==> config.mk <==
export PLATFORM = sky130hd
export DESIGN_NAME = hc148_rx_decoder
export DESIGN_NICKNAME = d
export VERILOG_FILES = /design/src/rtl/hc_pkg.sv /design/src/rtl/hc_sync_debounce.sv /design/src/rtl/hc148_rx_decoder.sv
export SDC_FILE = /design/constraint.sdc
export NUM_CORES = 1
export LEC_CHECK = 0
export CORE_MARGIN = 2
export CORE_UTILIZATION = 25
export DETAILED_ROUTE_END_ITERATION = 8
export PLACE_DENSITY = 0.49
export SYNTH_ARGS = -nofsm -noshare
export SYNTH_HDL_FRONTEND = slang
export SYNTH_HIERARCHICAL = 1
export SYNTH_SLANG_ARGS = --single-unit
==> constraint.sdc <==
create_clock -name clk -period 2.2 [get_ports clk]
set_clock_uncertainty 0.2 [all_clocks]
set_input_delay 0.55 -clock clk [delete_from_list [all_inputs] [get_ports clk]]
set_output_delay 0.55 -clock clk [all_outputs]
set_load 0.01 [all_outputs]
==> src/rtl/hc_pkg.sv <==
`default_nettype none
// =============================================================================
// hc_pkg : constants, state type and decode helper shared by the HC148 blocks
// Rev 1.0
// =============================================================================
package hc_pkg;

    localparam int          CODE_W   = 3;
    localparam int          ONEHOT_W = 8;
    localparam int          VEC_W    = CODE_W + 2;
    localparam logic [4:0]  IDLE_VEC = 5'b11111;

    typedef enum logic [1:0] {
        IDLE = 2'd0,
        PEND = 2'd1,
        HELD = 2'd2
    } hc_state_t;

    // Active-low one-hot in 74HC138 form for a positive-logic code.
    function automatic logic [ONEHOT_W-1:0] hc_onehot_n(input logic [CODE_W-1:0] code);
        return ~(ONEHOT_W'(1) << code);
    endfunction

endpackage
`default_nettype wire

==> src/rtl/hc_sync_debounce.sv <==
`default_nettype none
// =============================================================================
// hc_sync_debounce : two-flop synchroniser followed by a stability counter
// Rev 1.0
// =============================================================================
module hc_sync_debounce #(
    parameter int               WIDTH      = 5,
    parameter int               STABLE_CYC = 4,
    parameter int               CNT_W      = 8,
    parameter logic [WIDTH-1:0] RESET_VAL  = '1
) (
    input  logic             clk,
    input  logic             rst_n,
    input  logic [WIDTH-1:0] d,
    output logic [WIDTH-1:0] q
);

    localparam logic [CNT_W-1:0] c_cnt_max  = CNT_W'(STABLE_CYC);
    localparam logic [CNT_W-1:0] c_cnt_load = CNT_W'(STABLE_CYC - 1);

    logic [WIDTH-1:0] r_meta;
    logic [WIDTH-1:0] r_sync;
    logic [WIDTH-1:0] r_stable;
    logic [CNT_W-1:0] r_cnt;
    logic             w_change;

    // r_sync is the previous-cycle value of r_meta, so a change is seen one
    // cycle earlier than comparing r_sync with a third register would.
    assign w_change = (r_meta != r_sync);

    always_ff @(posedge clk or negedge rst_n) begin
        if (!rst_n) begin
            r_meta   <= RESET_VAL;
            r_sync   <= RESET_VAL;
            r_stable <= RESET_VAL;
            r_cnt    <= c_cnt_max;
        end else begin
            r_meta <= d;
            r_sync <= r_meta;
            if (w_change) begin
                r_cnt <= '0;
            end else if (r_cnt != c_cnt_max) begin
                r_cnt <= r_cnt + CNT_W'(1);
            end
            if (!w_change && (r_cnt == c_cnt_load)) begin
                r_stable <= r_sync;
            end
        end
    end

    assign q = r_stable;

endmodule
`default_nettype wire

==> src/rtl/hc148_rx_decoder.sv <==
`default_nettype none
// =============================================================================
// hc148_rx_decoder : debounced HC148 code re-expanded to HC138 form, with a
//                    one-shot valid/ack event per new stable code
// Rev 1.0
// =============================================================================
module hc148_rx_decoder
    import hc_pkg::*;
#(
    parameter int STABLE_CYC = 4,
    parameter int CNT_W      = 8
) (
    input  logic                clk,
    input  logic                rst_n,
    input  logic [CODE_W-1:0]   a_n,
    input  logic                gs_n,
    input  logic                eo_n,
    input  logic                en,
    output logic [ONEHOT_W-1:0] y_n,
    output logic [CODE_W-1:0]   code,
    output logic                valid,
    input  logic                ack,
    output logic                overrun,
    output logic                idle_o
);

    logic [VEC_W-1:0]    w_stable;
    logic [VEC_W-1:0]    r_prev_stable;
    logic [CODE_W-1:0]   w_st_a_n;
    logic                w_st_gs_n;
    logic                w_st_eo_n;
    logic                w_event;

    hc_state_t           r_state;
    hc_state_t           w_state_nxt;
    logic                w_capture;
    logic                w_set_ovr;
    logic                w_clr_ovr;

    logic [ONEHOT_W-1:0] r_y_n;
    logic [CODE_W-1:0]   r_code;
    logic                r_overrun;
    logic                r_idle;

    hc_sync_debounce #(
        .WIDTH      (VEC_W),
        .STABLE_CYC (STABLE_CYC),
        .CNT_W      (CNT_W),
        .RESET_VAL  (IDLE_VEC)
    ) u_sync_debounce (
        .clk   (clk),
        .rst_n (rst_n),
        .d     ({a_n, gs_n, eo_n}),
        .q     (w_stable)
    );

    assign w_st_a_n  = w_stable[4:2];
    assign w_st_gs_n = w_stable[1];
    assign w_st_eo_n = w_stable[0];

    // A new event is a stable falling gs_n or a stable code change while active.
    assign w_event = !w_st_gs_n &&
                     (r_prev_stable[1] || (r_prev_stable[4:2] != w_st_a_n));

    always_comb begin
        w_state_nxt = r_state;
        w_capture   = 1'b0;
        w_set_ovr   = 1'b0;
        w_clr_ovr   = 1'b0;
        case (r_state)
            IDLE: begin
                if (w_event) begin
                    w_capture   = 1'b1;
                    w_state_nxt = PEND;
                end
            end
            PEND: begin
                if (ack) begin
                    w_clr_ovr = 1'b1;
                    if (w_event) begin
                        w_capture = 1'b1;
                    end else begin
                        w_state_nxt = w_st_gs_n ? IDLE : HELD;
                    end
                end else if (w_event) begin
                    w_set_ovr = 1'b1;
                end
            end
            HELD: begin
                if (w_event) begin
                    w_capture   = 1'b1;
                    w_state_nxt = PEND;
                end else if (w_st_gs_n) begin
                    w_state_nxt = IDLE;
                end
            end
            default: w_state_nxt = IDLE;
        endcase
    end

    always_ff @(posedge clk or negedge rst_n) begin
        if (!rst_n) begin
            r_state       <= IDLE;
            r_prev_stable <= IDLE_VEC;
            r_code        <= '0;
            r_overrun     <= 1'b0;
            r_y_n         <= '1;
            r_idle        <= 1'b1;
        end else begin
            r_state       <= w_state_nxt;
            r_prev_stable <= w_stable;
            r_idle        <= w_st_eo_n;
            r_y_n         <= (en && !w_st_gs_n) ? hc_onehot_n(~w_st_a_n) : '1;
            if (w_capture) begin
                r_code <= ~w_st_a_n;
            end
            if (w_clr_ovr) begin
                r_overrun <= 1'b0;
            end else if (w_set_ovr) begin
                r_overrun <= 1'b1;
            end
        end
    end

    assign y_n     = r_y_n;
    assign code    = r_code;
    assign valid   = (r_state == PEND);
    assign overrun = r_overrun;
    assign idle_o  = r_idle;

endmodule
`default_nettype wire
==> results of run 1 <==
[cells in the mapped netlist (2+ instances only)]
| cell type | n |
|---|---|
| nand3_1 | 7 |
| nor3_2 | 2 |
| nor2b_1 | 2 |
| xnor2_1 | 8 |
| a21oi_1 | 3 |
| a2bb2oi_1 | 2 |
| mux2i_1 | 4 |
| ha_1 | 2 |
| mux2_2 | 5 |
| dfrtp_1 | 13 |
| dfstp_2 | 29 |
| nor2_1 | 11 |
| inv_1 | 6 |
| and2b_2 | 2 |
| nand2_1 | 12 |
| xor2_1 | 5 |
| nor3b_1 | 4 |
[cell usage in the layout (no fill, tap or decap), types with 2 or more instances in the layout]
master / instances
nand2_1: 12
nor2_1: 11
ha_1: 2
a21oi_1: 3
xor2_1: 5
nor3_2: 2
a2bb2oi_1: 2
nor3b_1: 4
and2b_2: 2
clkbuf_8: 8
dfrtp_1: 13
mux2i_1: 4
inv_1: 6
nand3_1: 7
clkdlybuf4s50_1: 20
dfstp_2: 29
mux2_2: 5
xnor2_1: 8
[worst max-delay path by stage]
stage / start / to / slack, ns / cells after the start
floorplan: u_sync_debounce/q[4] / code[0] / 0.41 / 5
global placement: ack / code[0] / 0.08 / 5
detailed placement: ack / code[1] / 0.06 / 5
CTS: r_state[0] / valid / 0.008 / 2
global route: y_n[5] / y_n[5] / 0.08 / 1
finish: y_n[0] / y_n[0] / 0.11 / 1
[routing by layer]
layer	vias up	global-route usage [%]	wire length (microns)
li1	484	-	-
met1	466	9.97	1230
met2	16	12.5	1290
met3	2	2.50	106
met4	0	3.03	17
met5	-	0	0
[area by class of cell]
type	count	area (sq um)
Multi-Input combinational cell	79	563
Clock buffer	8	110
Fill cell	619	4300
Inverter	6	22.5
Timing Repair Buffer	24	245
Sequential cell	42	1090
Tap cell	77	96.3
[power by group]
part	switching (mW)	leakage (nW)	total [mW]	internal (mW)
sequential	0.0104	0.467	0.806	0.795
clock	0.243	0.0575	0.560	0.317
combinational	0.0301	0.397	0.0589	0.0288
total	0.283	0.922	1.42	1.14
[metrics by stage]
step	cells	total power, mW	hold WS, ns	util (%)	area, sq um
after detailed placement	228	0.879	0.159	31.2	2000
final	236	1.42	0.0102	33.1	2120
after CTS	236	1.45	0.0190	33.0	2120
after floorplan	129	0.839	0.0544	-	1680
after global routing	236	1.49	0.0394	33.1	2120
after global placement	228	0.876	0.158	31.2	2000
[kinds of logic after synthesis]
logic type,Yosys count,synth area share [%]
and+or+nand+nor,49,16.8
xor gates and xnor gates,13,6.77
DFF,42,64.7
buffers and inverters,8,2.31
adders and majority gates,2,1.49
AOI/OAI and AO/OA,6,2.23
muxes,9,5.73
[sequential cells by signal, indices dropped and copies added, names as in the netlist]
register and count:
code 3, overrun 1, r_prev_stable 5, r_state 2, u_sync_debounce/q 5, u_sync_debounce/r_cnt 8, u_sync_debounce/r_meta 5, u_sync_debounce/r_sync 5
y_n 8
[timing repair]
item,in CTS,in global routing
hold endpoints to repair,0,0
setup endpoints to repair,1,1
resized for setup,2,1
==> flow_metrics.py, run 1 <==
metrics = {
    "outcome": {
        "status": "complete, no violations",
    },
    "layout": {
        "drive_above_1_share_pct": 34.0,
        "diodes": 0,
        "syn2layout_area_growth_pct": 26.3,
        "fin_nets": 169,
    },
    "grt": {
        "overflow": 0,
        "antenna_found_initial": 0,
        "grt_max_degree": 25,
        "grt_use_total_pct": 7.86,
        "grt_first_pass_wirelength_microns": 4630,
        "grt_pass1_vias": 972,
    },
    "place": {
        "hpwl_microns": 1950,
        "port_buffers": 22,
        "post-place-ws_ns": 0.0603,
        "gp_congestion": 0.691,
    },
    "sta": {
        "rsz0062_at_grt": "no",
        "hold_viol_final": 0,
        "finalCriticalPeriod_ns": 2.09,
        "setup_viol": 0,
        "setup_ws_ns": 0.114,
        "slew_headroom_pct": 69.5,
        "fin_tns_setup_ns": 0,
        "worstMarginPinSlew_ns": 0.457,
        "min_period_over_period_pct": 94.8,
        "slew_viol_final": 0,
        "fmax_ghz": 0.479,
    },
    "die": {
        "fp-row-count": 29,
        "initial_core_util_pct": 26.2,
        "die_h_microns": 86.0,
        "die_area_sq_mm": 0.00740,
        "ios": 23,
        "dieWidth_microns": 86.0,
        "core_area_sq_mm": 0.00642,
    },
    "worst_setup_path": {
        "cpPeakStageDelay_ns": 0.54,
        "required_ns": 1.45,
        "critPathMaxFanout": 1,
        "path_class": "reg -> out",
        "cp-start-kind": "flop",
        "reg2regPathDepth": 5,
        "cpLargestDelayFamily": "buffers and inverters",
        "r2r-start": "u_sync_debounce/r_cnt[0]",
        "crit_arrival_ns": 1.34,
        "reg2reg_setup_slack_ns": 0.31,
        "critPathBufInv": 1,
        "timing.rr.end": "u_sync_debounce/q[0]",
        "cpMaxStageDelayCell": "clkdlybuf4s50_1",
        "cp_cell_sequence": "clkdlybuf4s50_1",
        "worstSetupEndpointType": "output pin",
    },
    "route": {
        "detail_route.wl_per_cell_microns": 11.2,
        "drc_errors": 0,
        "wl_microns": 2650,
        "viasPerCell": 4.10,
        "postRouteAntennaNets": 0,
        "drtIter0Drc": 42,
        "dr.pass1.iters": 2,
        "via_count": 968,
    },
    "clocking": {
        "h-tree-depth": 2,
        "cts.path.max_buffers": 2,
        "cts_tree": "done",
        "post_cts_buffers": 0,
        "clk_latency_ns": 0.28,
        "clk_pin_slew_ns": 0.08,
        "clkSinkCount": 42,
        "cts_hold_buf": 0,
        "clock-root-buffer": "clkbuf_8",
        "cts_buffers": 5,
    },
    "yosys": {
        "ys_types": 29,
        "synthDominantCellAreaShare_pct": 45.3,
        "netlist_area_sq_mm": 0.00168,
        "synth-edff-count": 0,
        "async_flop_share_pct": 100,
        "synth-seq-cells": 42,
        "synth_top_flop_cell": "dfstp_2",
        "synthTopCellsByArea": "dfstp_2, dfrtp_1, xnor2_1, mux2_2, nand2_1",
        "ys_seq_area_share_pct": 64.7,
        "synth_warnings": 6,
        "syn_nets": 140,
        "yosys.area.top_type": "dfstp_2",
        "synth_cells": 129,
        "avgSynthCellArea_sq_um": 13.0,
    },
    "pwr": {
        "leakagePower_nw": 0.922,
        "irDropWorstVdd_mv": 0.323,
        "p_per_area_mw_per_mm2": 670,
    },
    "job": {
        "max_cap_violations": 0,
    },
    "min_path": {
        "hold_path_class": "in -> async",
    },
}
(Power assumes the default switching activity.)
==> run 2: changes to the inputs <==
Settings changed: CTS_BUF_LIST set to sky130_fd_sc_hd__clkbuf_8.
==> results of run 2 <==
Same layout as run 1: the final DEF is identical, and so are final timing and power.
==> run 3: changes to the inputs <==
Settings changed: CTS_CLUSTER_SIZE set to 25, MAX_ROUTING_LAYER set to met4.
==> run 3 against run 2 <==
Sequential cell count did not move. Cell area did not move. Core utilization did not move. Largest power group unchanged. Critical path depth did not move.
==> flow_metrics.py, run 3 (same netlist as run 1, synthesis figures left out) <==
metrics = {
    "worst_setup_path": {
        "critPathBufInv": 1,
        "required_ns": 1.45,
        "cpPeakStageDelay_ns": 0.54,
        "path_class": "reg -> out",
        "cp-start-kind": "flop",
        "cpMaxStageDelayCell": "clkdlybuf4s50_1",
        "critPathMaxFanout": 1,
        "crit_arrival_ns": 1.33,
        "cp_cell_sequence": "clkdlybuf4s50_1",
        "cpLargestDelayFamily": "buffers and inverters",
        "worstSetupEndpointType": "output pin",
    },
    "layout": {
        "final_cell_mix": "dfstp_2, clkdlybuf4s50_1, dfrtp_1",
        "fin_nets": 169,
        "seqCellArea_sq_mm": 0.00109,
        "diodes": 0,
        "nFillCells": 619,
        "syn2layout_area_growth_pct": 26.3,
        "drive_above_1_share_pct": 34.0,
        "multiInputGateArea_sq_um": 563,
        "final_common_cell": "dfstp_2",
    },
    "sta": {
        "min_period_over_period_pct": 94.6,
        "worstMarginPinSlew_ns": 0.452,
        "slew_headroom_pct": 69.8,
        "finalCriticalPeriod_ns": 2.08,
        "setup_viol": 0,
        "fmax_ghz": 0.480,
        "hold_viol_final": 0,
        "slew_viol_final": 0,
        "rsz0062_at_grt": "no",
        "fin_tns_setup_ns": 0,
    },
    "die": {
        "dieWidth_microns": 86.0,
        "die_area_sq_mm": 0.00740,
        "ios": 23,
        "die_h_microns": 86.0,
        "initial_core_util_pct": 26.2,
        "fp-row-count": 29,
        "core_area_sq_mm": 0.00642,
    },
    "clocking": {
        "clk_latency_ns": 0.28,
        "clock-root-buffer": "clkbuf_8",
        "clk_pin_slew_ns": 0.07,
        "post_cts_buffers": 0,
        "cts_hold_buf": 0,
        "cts.path.max_buffers": 2,
        "h-tree-depth": 2,
        "cts_tree": "done",
        "clkSinkCount": 42,
        "cts_buffers": 5,
    },
    "outcome": {
        "status": "complete, no violations",
    },
    "route": {
        "dr.pass1.iters": 4,
        "wl_microns": 2660,
        "drc_errors": 0,
        "viasPerCell": 4.10,
        "postRouteAntennaNets": 0,
        "drtIter0Drc": 35,
        "via_count": 967,
        "detail_route.wl_per_cell_microns": 11.3,
    },
    "grt": {
        "grt_first_pass_wirelength_microns": 4650,
        "overflow": 0,
        "grt_pass1_vias": 966,
        "grt_use_total_pct": 8.11,
        "grt_max_degree": 25,
        "antenna_found_initial": 0,
    },
    "place": {
        "gp_congestion": 0.698,
        "port_buffers": 22,
        "hpwl_microns": 1950,
    },
    "pwr": {
        "power_mw": 1.42,
        "p_per_area_mw_per_mm2": 669,
        "leakagePower_nw": 0.922,
        "irDropWorstVdd_mv": 0.324,
    },
    "job": {
        "max_cap_violations": 0,
    },
    "min_path": {
        "hold_path_class": "in -> async",
    },
}
## run 3: cell type report
cell class | instances | area share (%)
Tap cell | 77 | 4.53
Clock buffer | 8 | 5.18
Multi-Input combinational cell | 79 | 26.5
Sequential cell | 42 | 51.2
Timing Repair Buffer | 24 | 11.5
Inverter | 6 | 1.06
## run 3: metrics by stage
step                util, %  instance area [sq um]  instances  setup WS (ns)  hold WS [ns]
floorplan                 -                   1680        129          0.415        0.0544
global placement       31.2                   2000        228         0.0756         0.158
detailed placement     31.2                   2000        228         0.0603         0.159
CTS                    33.0                   2120        236        0.00799        0.0190
global route           33.1                   2120        236         0.0760        0.0394
finish                 33.1                   2120        236          0.119        0.0113
## run 3: path summary, 6_finish.rpt
| path | startpoint | to | slack [ns] | cells past startpoint |
|---|---|---|---|---|
| worst max register to register | u_sync_debounce/q[4] | code[1] | 0.30 | 5 |
| max in group asynchronous | rst_n | u_sync_debounce/r_sync[1] | 1.24 | 2 |
| worst max-delay path | y_n[0] | y_n[0] | 0.12 | 1 |
| worst min-delay path | rst_n | u_sync_debounce/r_cnt[1] | 0.01 | 1 |
| worst min register to register | u_sync_debounce/q[0] | r_prev_stable[0] | 0.17 | 0 |
| min in group clk | u_sync_debounce/q[0] | r_prev_stable[0] | 0.17 | 0 |
## run 3: metal layers
layer  up-vias  global-route usage [%]  wire, microns
li1        483                       -              -
met4         0                    3.03             17
met5         -                       -              0
met3         2                    2.50            106
met2        16                    12.5           1320
met1       466                    9.97           1210
## run 3: what timing repair did
item                                    4_1_cts  5_1_grt
endpoints found under the setup margin        1        1
pin swaps                                     0        0
hold endpoints to repair                      0        0
resized for setup                             2        1
## run 3: report_power, final
| part | switching [mW] | internal, mW |
|---|---|---|
| Combinational | 0.0299 | 0.0288 |
| Sequential | 0.0105 | 0.795 |
| Clock | 0.240 | 0.317 |
| Total | 0.280 | 1.14 |
